### src/rtl/tm_player_pkg.sv
// Shared types and default timing for the TuringMachine program player.
package tm_player_pkg;

  typedef enum logic [3:0] {
    IDLE,
    LD_SETUP,
    LD_PULSE,
    LD_GAP,
    DN_PULSE,
    DN_GAP,
    RUN_SETTLE,
    RUN_PULSE,
    FINISHED
  } player_state_t;

  localparam int DEF_DATA_W     = 4;
  localparam int DEF_MAX_LEN    = 64;
  localparam int DEF_DISP_W     = 11;
  localparam int DEF_SETUP_CYC  = 3;
  localparam int DEF_PULSE_CYC  = 2;
  localparam int DEF_GAP_CYC    = 2;
  localparam int DEF_SETTLE_CYC = 5;
  localparam int DEF_STEP_LIMIT = 255;

  localparam int ADDR_W = $clog2(DEF_MAX_LEN);

  // Phase durations of 1..256 cycles fit the shared timer.
  localparam int TMR_W = 8;

  function automatic logic [TMR_W-1:0] phase_load(input int cyc);
    return TMR_W'(cyc - 1);
  endfunction

endpackage

### src/rtl/tm_program_player_if.sv
// Button/display pins between the program player and the TuringMachine.
interface tm_program_player_if
  import tm_player_pkg::*;
#(
  parameter int DATA_W = DEF_DATA_W,
  parameter int DISP_W = DEF_DISP_W
) ();

  logic [DATA_W-1:0] input_data;
  logic              Next;
  logic              Done;
  logic [DISP_W-1:0] tm_display;
  logic              tm_compute_done;

  modport player  (output input_data, Next, Done, input  tm_display, tm_compute_done);
  modport machine (input  input_data, Next, Done, output tm_display, tm_compute_done);

endinterface

### src/rtl/tm_phase_timer.sv
// Loadable down-counter; expire is high while the count sits at zero.
module tm_phase_timer
  import tm_player_pkg::*;
#(
  parameter int W = TMR_W
) (
  input  logic         clock,
  input  logic         reset,
  input  logic         load,
  input  logic [W-1:0] load_val,
  output logic         expire
);

  logic [W-1:0] count;

  always_ff @(posedge clock or posedge reset) begin
    if (reset) begin
      count <= '0;
    end else if (load) begin
      count <= load_val;
    end else if (count != '0) begin
      count <= count - W'(1);
    end
  end

  assign expire = (count == '0);

endmodule

### src/rtl/tm_program_player.sv
// Plays a stored program into the TuringMachine buttons, then single-steps
// the run phase, snapshotting the display after every step.
//
// state      | meaning
// IDLE       | host may write program memory; waits for start
// LD_SETUP   | symbol held stable on input_data
// LD_PULSE   | Next high for the current symbol
// LD_GAP     | Next low before the next symbol or Done
// DN_PULSE   | Done high, ends program entry
// DN_GAP     | Done low before run phase
// RUN_SETTLE | machine settles; display sampled on the last cycle
// RUN_PULSE  | Next high, one machine step
// FINISHED   | status held; start rising edge replays the program
module tm_program_player
  import tm_player_pkg::*;
#(
  parameter int DATA_W     = DEF_DATA_W,
  parameter int MAX_LEN    = DEF_MAX_LEN,
  parameter int DISP_W     = DEF_DISP_W,
  parameter int SETUP_CYC  = DEF_SETUP_CYC,
  parameter int PULSE_CYC  = DEF_PULSE_CYC,
  parameter int GAP_CYC    = DEF_GAP_CYC,
  parameter int SETTLE_CYC = DEF_SETTLE_CYC,
  parameter int STEP_LIMIT = DEF_STEP_LIMIT
) (
  input  logic                       clock,
  input  logic                       reset,
  input  logic                       prog_we,
  input  logic [$clog2(MAX_LEN)-1:0] prog_addr,
  input  logic [DATA_W-1:0]          prog_wdata,
  input  logic [$clog2(MAX_LEN):0]   prog_len,
  input  logic                       start,
  tm_program_player_if.player        tm,
  output logic                       busy,
  output logic                       snap_valid,
  output logic [DISP_W-1:0]          snap_display,
  output logic [7:0]                 step_count,
  output logic                       halted,
  output logic                       timeout
);

  localparam int AW = $clog2(MAX_LEN);
  localparam int LW = AW + 1;
  localparam logic [7:0] LIMIT = 8'(STEP_LIMIT);

  player_state_t state, state_next;

  logic [DATA_W-1:0] mem [MAX_LEN];
  logic [LW-1:0]     len, idx, idx_inc;
  logic [DATA_W-1:0] symbol;
  logic              next_btn, done_btn;
  logic              start_q, advance, launch, sample;
  logic              expire, tmr_load;
  logic [TMR_W-1:0]  tmr_val;

  assign idx_inc = idx + LW'(1);
  assign advance = (idx_inc < len);

  always_comb begin
    state_next = state;
    launch     = 1'b0;
    sample     = 1'b0;
    case (state)
      IDLE:       if (start) launch = 1'b1;
      LD_SETUP:   if (expire) state_next = LD_PULSE;
      LD_PULSE:   if (expire) state_next = LD_GAP;
      LD_GAP:     if (expire) state_next = advance ? LD_SETUP : DN_PULSE;
      DN_PULSE:   if (expire) state_next = DN_GAP;
      DN_GAP:     if (expire) state_next = RUN_SETTLE;
      RUN_SETTLE: begin
        if (expire) begin
          sample = 1'b1;
          if (tm.tm_compute_done || (step_count == LIMIT)) state_next = FINISHED;
          else                                             state_next = RUN_PULSE;
        end
      end
      RUN_PULSE:  if (expire) state_next = RUN_SETTLE;
      FINISHED:   if (start && !start_q) launch = 1'b1;
      default:    state_next = IDLE;
    endcase
    // An empty program skips straight to the Done button on both launch paths.
    if (launch) state_next = (prog_len == '0) ? DN_PULSE : LD_SETUP;
  end

  always_comb begin
    tmr_load = (state_next != state);
    case (state_next)
      LD_SETUP:             tmr_val = phase_load(SETUP_CYC);
      LD_PULSE, DN_PULSE,
      RUN_PULSE:            tmr_val = phase_load(PULSE_CYC);
      LD_GAP, DN_GAP:       tmr_val = phase_load(GAP_CYC);
      RUN_SETTLE:           tmr_val = phase_load(SETTLE_CYC);
      default:              tmr_val = '0;
    endcase
  end

  tm_phase_timer #(.W(TMR_W)) u_timer (
    .clock    (clock),
    .reset    (reset),
    .load     (tmr_load),
    .load_val (tmr_val),
    .expire   (expire)
  );

  always_ff @(posedge clock or posedge reset) begin
    if (reset) begin
      state        <= IDLE;
      start_q      <= 1'b0;
      len          <= '0;
      idx          <= '0;
      symbol       <= '0;
      next_btn     <= 1'b0;
      done_btn     <= 1'b0;
      snap_valid   <= 1'b0;
      snap_display <= '0;
      step_count   <= '0;
      halted       <= 1'b0;
      timeout      <= 1'b0;
    end else begin
      state      <= state_next;
      start_q    <= start;
      next_btn   <= (state_next == LD_PULSE) || (state_next == RUN_PULSE);
      done_btn   <= (state_next == DN_PULSE);
      snap_valid <= sample;
      if (launch) begin
        len        <= prog_len;
        idx        <= '0;
        step_count <= '0;
        halted     <= 1'b0;
        timeout    <= 1'b0;
        if (prog_len != '0) symbol <= mem[0];
      end
      if ((state == LD_GAP) && expire && advance) begin
        idx    <= idx_inc;
        symbol <= mem[idx_inc[AW-1:0]];
      end
      if (sample) begin
        snap_display <= tm.tm_display;
        if (tm.tm_compute_done)       halted  <= 1'b1;
        else if (step_count == LIMIT) timeout <= 1'b1;
      end
      if ((state == RUN_PULSE) && expire && (step_count != 8'hFF))
        step_count <= step_count + 8'd1;
    end
  end

  always_ff @(posedge clock) begin
    if (prog_we && (state == IDLE)) mem[prog_addr] <= prog_wdata;
  end

  assign busy          = (state != IDLE) && (state != FINISHED);
  assign tm.input_data = symbol;
  assign tm.Next       = next_btn;
  assign tm.Done       = done_btn;

endmodule

### src/flat_wrapper.sv
// flat-port wrapper written by rule: the top's interface ports become plain ports
module tm_program_player_flat import tm_player_pkg::*;
#(
  parameter int DATA_W     = DEF_DATA_W,
  parameter int MAX_LEN    = DEF_MAX_LEN,
  parameter int DISP_W     = DEF_DISP_W,
  parameter int SETUP_CYC  = DEF_SETUP_CYC,
  parameter int PULSE_CYC  = DEF_PULSE_CYC,
  parameter int GAP_CYC    = DEF_GAP_CYC,
  parameter int SETTLE_CYC = DEF_SETTLE_CYC,
  parameter int STEP_LIMIT = DEF_STEP_LIMIT
)
  (clock, reset, prog_we, prog_addr, prog_wdata, prog_len, start, busy, snap_valid, snap_display, step_count, halted, timeout, tm_input_data, tm_Next, tm_Done, tm_tm_display, tm_tm_compute_done);
  tm_program_player_if #(.DATA_W(DATA_W), .DISP_W(DISP_W)) tm_i ();
  input  logic clock;
  input  logic reset;
  input  logic prog_we;
  input  logic [$clog2(MAX_LEN)-1:0] prog_addr;
  input  logic [DATA_W-1:0] prog_wdata;
  input  logic [$clog2(MAX_LEN):0] prog_len;
  input  logic start;
  output logic busy;
  output logic snap_valid;
  output logic [DISP_W-1:0] snap_display;
  output logic [7:0] step_count;
  output logic halted;
  output logic timeout;
  output wire logic [$bits(tm_i.input_data)-1:0] tm_input_data;
  output wire logic [$bits(tm_i.Next)-1:0] tm_Next;
  output wire logic [$bits(tm_i.Done)-1:0] tm_Done;
  input wire logic [$bits(tm_i.tm_display)-1:0] tm_tm_display;
  input wire logic [$bits(tm_i.tm_compute_done)-1:0] tm_tm_compute_done;
  assign tm_input_data = tm_i.input_data;
  assign tm_Next = tm_i.Next;
  assign tm_Done = tm_i.Done;
  assign tm_i.tm_display = tm_tm_display;
  assign tm_i.tm_compute_done = tm_tm_compute_done;
  tm_program_player #(.DATA_W(DATA_W), .MAX_LEN(MAX_LEN), .DISP_W(DISP_W), .SETUP_CYC(SETUP_CYC), .PULSE_CYC(PULSE_CYC), .GAP_CYC(GAP_CYC), .SETTLE_CYC(SETTLE_CYC), .STEP_LIMIT(STEP_LIMIT)) u_core (.clock(clock), .reset(reset), .prog_we(prog_we), .prog_addr(prog_addr), .prog_wdata(prog_wdata), .prog_len(prog_len), .start(start), .tm(tm_i), .busy(busy), .snap_valid(snap_valid), .snap_display(snap_display), .step_count(step_count), .halted(halted), .timeout(timeout));
endmodule
### config.mk
export PLATFORM = sky130hd
export DESIGN_NAME = tm_program_player_flat
export DESIGN_NICKNAME = d
export VERILOG_FILES = /design/src/rtl/tm_player_pkg.sv /design/src/rtl/tm_program_player_if.sv /design/src/rtl/tm_phase_timer.sv /design/src/rtl/tm_program_player.sv /design/src/flat_wrapper.sv
export SDC_FILE = /design/constraint.sdc
export NUM_CORES = 1
export LEC_CHECK = 0
export CORE_MARGIN = 3
export CORE_UTILIZATION = 53
export DETAILED_ROUTE_END_ITERATION = 8
export GPL_ROUTABILITY_DRIVEN = 0
export MAX_ROUTING_LAYER = met4
export PLACE_DENSITY_LB_ADDON = 0.3
export RECOVER_POWER = 50
export SYNTH_ARGS = -nofsm -noshare
export SYNTH_HDL_FRONTEND = slang
export SYNTH_SLANG_ARGS = --single-unit
### constraint.sdc
create_clock -name clock -period 4.7 [get_ports clock]
set_clock_uncertainty 0.1 [all_clocks]
set_input_delay 1.175 -clock clock [delete_from_list [all_inputs] [get_ports clock]]
set_output_delay 1.175 -clock clock [all_outputs]
set_load 0.05 [all_outputs]
==> key figures <==
Finish
  – P&R area growth vs syn: 14.2%
  – Post-Layout Cell Count: between 1,000 and 1,500
  – Final Core Density: between 60% and 70%
  – Layout cells sized above 1: 15.9%
  – Diode count: 0
  – Most frequent cells in the layout: edfxtp_1 (256), nor2_1 (84), mux4_2 (67), clkdlybuf4s50_1 (55), dfrtp_1 (54)
  – Commonest non-fill, non-tap cell in the layout: edfxtp_1
  – Post-layout net count: 881

Power
  – Peak supply drop: 0.000334 V
  – Logic pwr share: 30.1%
  – Sw power: 2.50 mW
  – Pint: 5.59 mW
  – Reg power frac: 41.0%
  – Clock group share of total power: 28.8%
  – Static leakage: 4.93 nW
  – Pwr per Cell Area: 543 mW/mm^2
  – Sw Ratio: 30.9%

CTS
  – Max clock buf depth: 3
  – Total CTS buffers: 31
  – Clk slew on worst S/H paths: ~60 ps
  – CTS Hold Bufs: 0
  – Postcts setup bufs: 0
  – Clk Latency, worst-skew pair: between 500 and 600 ps
  – TritonCTS Sinks: between 300 and 400
  – Htree depth: 1
  – Resized cells post-CTS: 0
  – Clock root cell: clkbuf_16
  – TritonCTS clock tree: built

Logic synthesis
  – Sequential-to-total area share from yosys stat: 69.4%
  – Synth Cell Area: roughly 0.013 mm^2
  – Synth unique cells: 62
  – Ys Warns: 0
  – Synth Flop Type: edfxtp_1
  – Synthesized flop and latch total: 311
  – Syn_nets: 813
  – Post-synth EDFFs: 256
  – Cells after Synth: 771
  – Syn Area/Cell: 16.9 um^2
  – Post-synth ARST share: 17.7%

Place
  – Number of buffers added on ports: 61
  – Placed insts: 1,125
  – Dpl ws: 896 ps
  – Hpwl dp: around 18,000 um

Floorplanning
  – # IOs: 62
  – Chip Width: 163 um
  – Initial Utilization: 54.8%
  – Row count: 56
  – Die area: ~0.027 mm^2
  – Core ar.: roughly 0.024 mm^2
  – Die Y: 163 um

Drt
  – Pre-antenna DRT Iters: 5
  – Vias post-DR: 7,224
  – Antenna viol nets, final: 0
  – Post-Route WL: ~27,000 um
  – Wire length per cell: 23.1 um
  – Drt via density: 6.12
  – Initial DRC Count: 876
  – DR DRC count: 0

Setup path
  – Top delay family on crit path: simple AND/OR/NAND/NOR gates
  – Crit. End Element: register
  – Crit path largest cell delay: 1130 ps
  – Number of buffers and inverters on the critical path: 1
  – Critical path's slowest cell: nor4b_1
  – Critical Path Fanout Max: 9
  – Crit path required time: 5030 ps
  – Startpoint Class: register
  – Arrival time at the worst endpoint: 4120 ps
  – CP Cell Sequence: inv_1, ha_1, nor4b_1, nand4_1, a2111oi_4, nor2_1, a22o_1, or3_1
  – CP Class: register to register

Status
  – Failing checks: capacitance limit, slew limit
  – Status: complete, but fails checks

Global route
  – Grt total ovfl: 0
  – Antenna violations before repair: 0
  – Via count of the first global-routing pass: 7,387
  – Global-route wire length before repair: 42,900 um
  – Largest net degree at the start of global routing: 65
  – All-Layer GR Usage: a little over a fifth

STA
  – Worst rel slew slack: -91.6%
  – Max Slew Vio Count: 260
  – Worst slew pin tran: around 2900 ps
  – Tcrit/Tclk final: 80.5%
  – Worst hold slack: 388 ps
  – Setup TNS: 0 ps
  – PnR worst setup slack: 916 ps
  – F_max: 264 MHz
  – Final setup fails: 0
  – Unrepaired setup endpoints after global routing: no
  – Final hold vios: 0
  – Fin crit period: between 3000 and 4000 ps

Min path
  – Hold crit path type: register to register

Run
  – # Max-Cap Violations: 4
through the flow:
stage | power (mW) | area, um^2
3_3_place_gp | 5.73 | 14000
5_1_grt | 8.46 | 14900
2_1_floorplan | 5.15 | 13100
6_report | 8.09 | 14900
4_1_cts | 8.16 | 14900
3_5_place_dp | 5.82 | 14000
state kept, by name, summed over array words and instances, names as in the netlist:
register	flops
u_core.mem	256
u_core.snap_display	11
u_core.step_count	8
u_core.u_timer.count	8
u_core.idx	7
u_core.len	7
u_core.state	4
u_core.tm.input_data	4
u_core.halted	1
u_core.snap_valid	1
u_core.start_q	1
u_core.timeout	1
u_core.tm.Done	1
u_core.tm.Next	1
cell families (layout without fill, tap and decap cells):
family	Yosys count	count (layout)	synth area share [%]
AOI/OAI and AO/OA	73	73	3.78
xor gates and xnor gates	12	12	0.805
adders and majority gates	9	9	0.863
buffers and inverters	54	145	1.98
DFF	311	311	69.4
muxes	98	98	15.2
and+or+nand+nor	214	214	7.97
final timing paths:
| check | start | to | slack, ps | depth (start not counted) |
|---|---|---|---|---|
| min reg2reg | u_core.len[0] | u_core.len[0] | 390 | 2 |
| min in group asynchronous | reset | u_core.snap_display[10] | 1350 | 2 |
| max in group asynchronous | reset | u_core.idx[0] | 1400 | 3 |
| min | u_core.len[0] | u_core.len[0] | 390 | 2 |
| max reg2reg | u_core.u_timer.count[0] | u_core.tm.input_data[3] | 920 | 8 |
| max | u_core.u_timer.count[0] | u_core.tm.input_data[3] | 920 | 8 |
area by class of cell:
class | count | area (um^2)
Timing Repair Buffer | 71 | 669
Sequential cell | 311 | 9070
Multi-Input combinational cell | 406 | 3740
Clock inverter | 15 | 139
Fill cell | 1670 | 8920
Clock buffer | 41 | 823
Tap cell | 319 | 399
Inverter | 18 | 67.6
power by group through the flow:
stage                     clock network [mW]  registers [mW]  logic, mW
after floorplan                            0            3.48       1.67
after global routing                    2.50            3.34       2.61
after detailed placement                   0            3.37       2.45
after CTS                               2.38            3.32       2.46
after global placement                     0            3.36       2.38
final                                   2.33            3.32       2.44
worst reg2reg max path: cells and delay by family, from the launching register on:
kind                       cells  cell delay, ps
DFF                            1             390
and+or+nand+nor                4            2070
AOI/OAI and AO/OA              2             750
buffers and inverters          1             120
adders and majority gates      1             250
layer usage:
| layer | track usage, % | vias up | share of wire (%) |
|---|---|---|---|
| met1 | 29.4 | 3647 | 41 |
| met2 | 34.7 | 345 | 49 |
| li1 | - | 3182 | - |
| met5 | - | - | 0 |
| met3 | 4.32 | 50 | 8.1 |
| met4 | 4.50 | 0 | 2.1 |
synthesized netlist by cell type, drive strengths merged, types with 2 or more instances:
| cell | number | area [um^2] |
|---|---|---|
| or3b | 2 | 17.5 |
| xor2 | 8 | 70.1 |
| xnor2 | 4 | 35.0 |
| ha | 9 | 113 |
| a31oi | 6 | 37.5 |
| a22o | 6 | 52.6 |
| nand3 | 19 | 95.1 |
| nand4 | 5 | 31.3 |
| nor4b | 2 | 32.5 |
| dfrtp | 55 | 1380 |
| or4 | 9 | 67.6 |
| o21ai | 27 | 135 |
| mux4 | 76 | 1750 |
| or3 | 5 | 31.3 |
| nor2 | 84 | 315 |
| o211ai | 4 | 35.0 |
| clkbuf | 19 | 71.3 |
| nand3b | 7 | 52.6 |
| mux2 | 12 | 135 |
| inv | 18 | 67.6 |
| a21oi | 12 | 60.1 |
| and3 | 7 | 43.8 |
| edfxtp | 256 | 7690 |
| nor4 | 3 | 18.8 |
| nor3 | 5 | 30.0 |
| mux2i | 10 | 100 |
| o2bb2ai | 2 | 17.5 |
| nand2 | 49 | 184 |
| and2 | 3 | 18.8 |
| buf | 17 | 120 |
| o31ai | 2 | 15.0 |
| nor2b | 8 | 50.1 |
No activity file was read; power rests on OpenSTA's default activity.
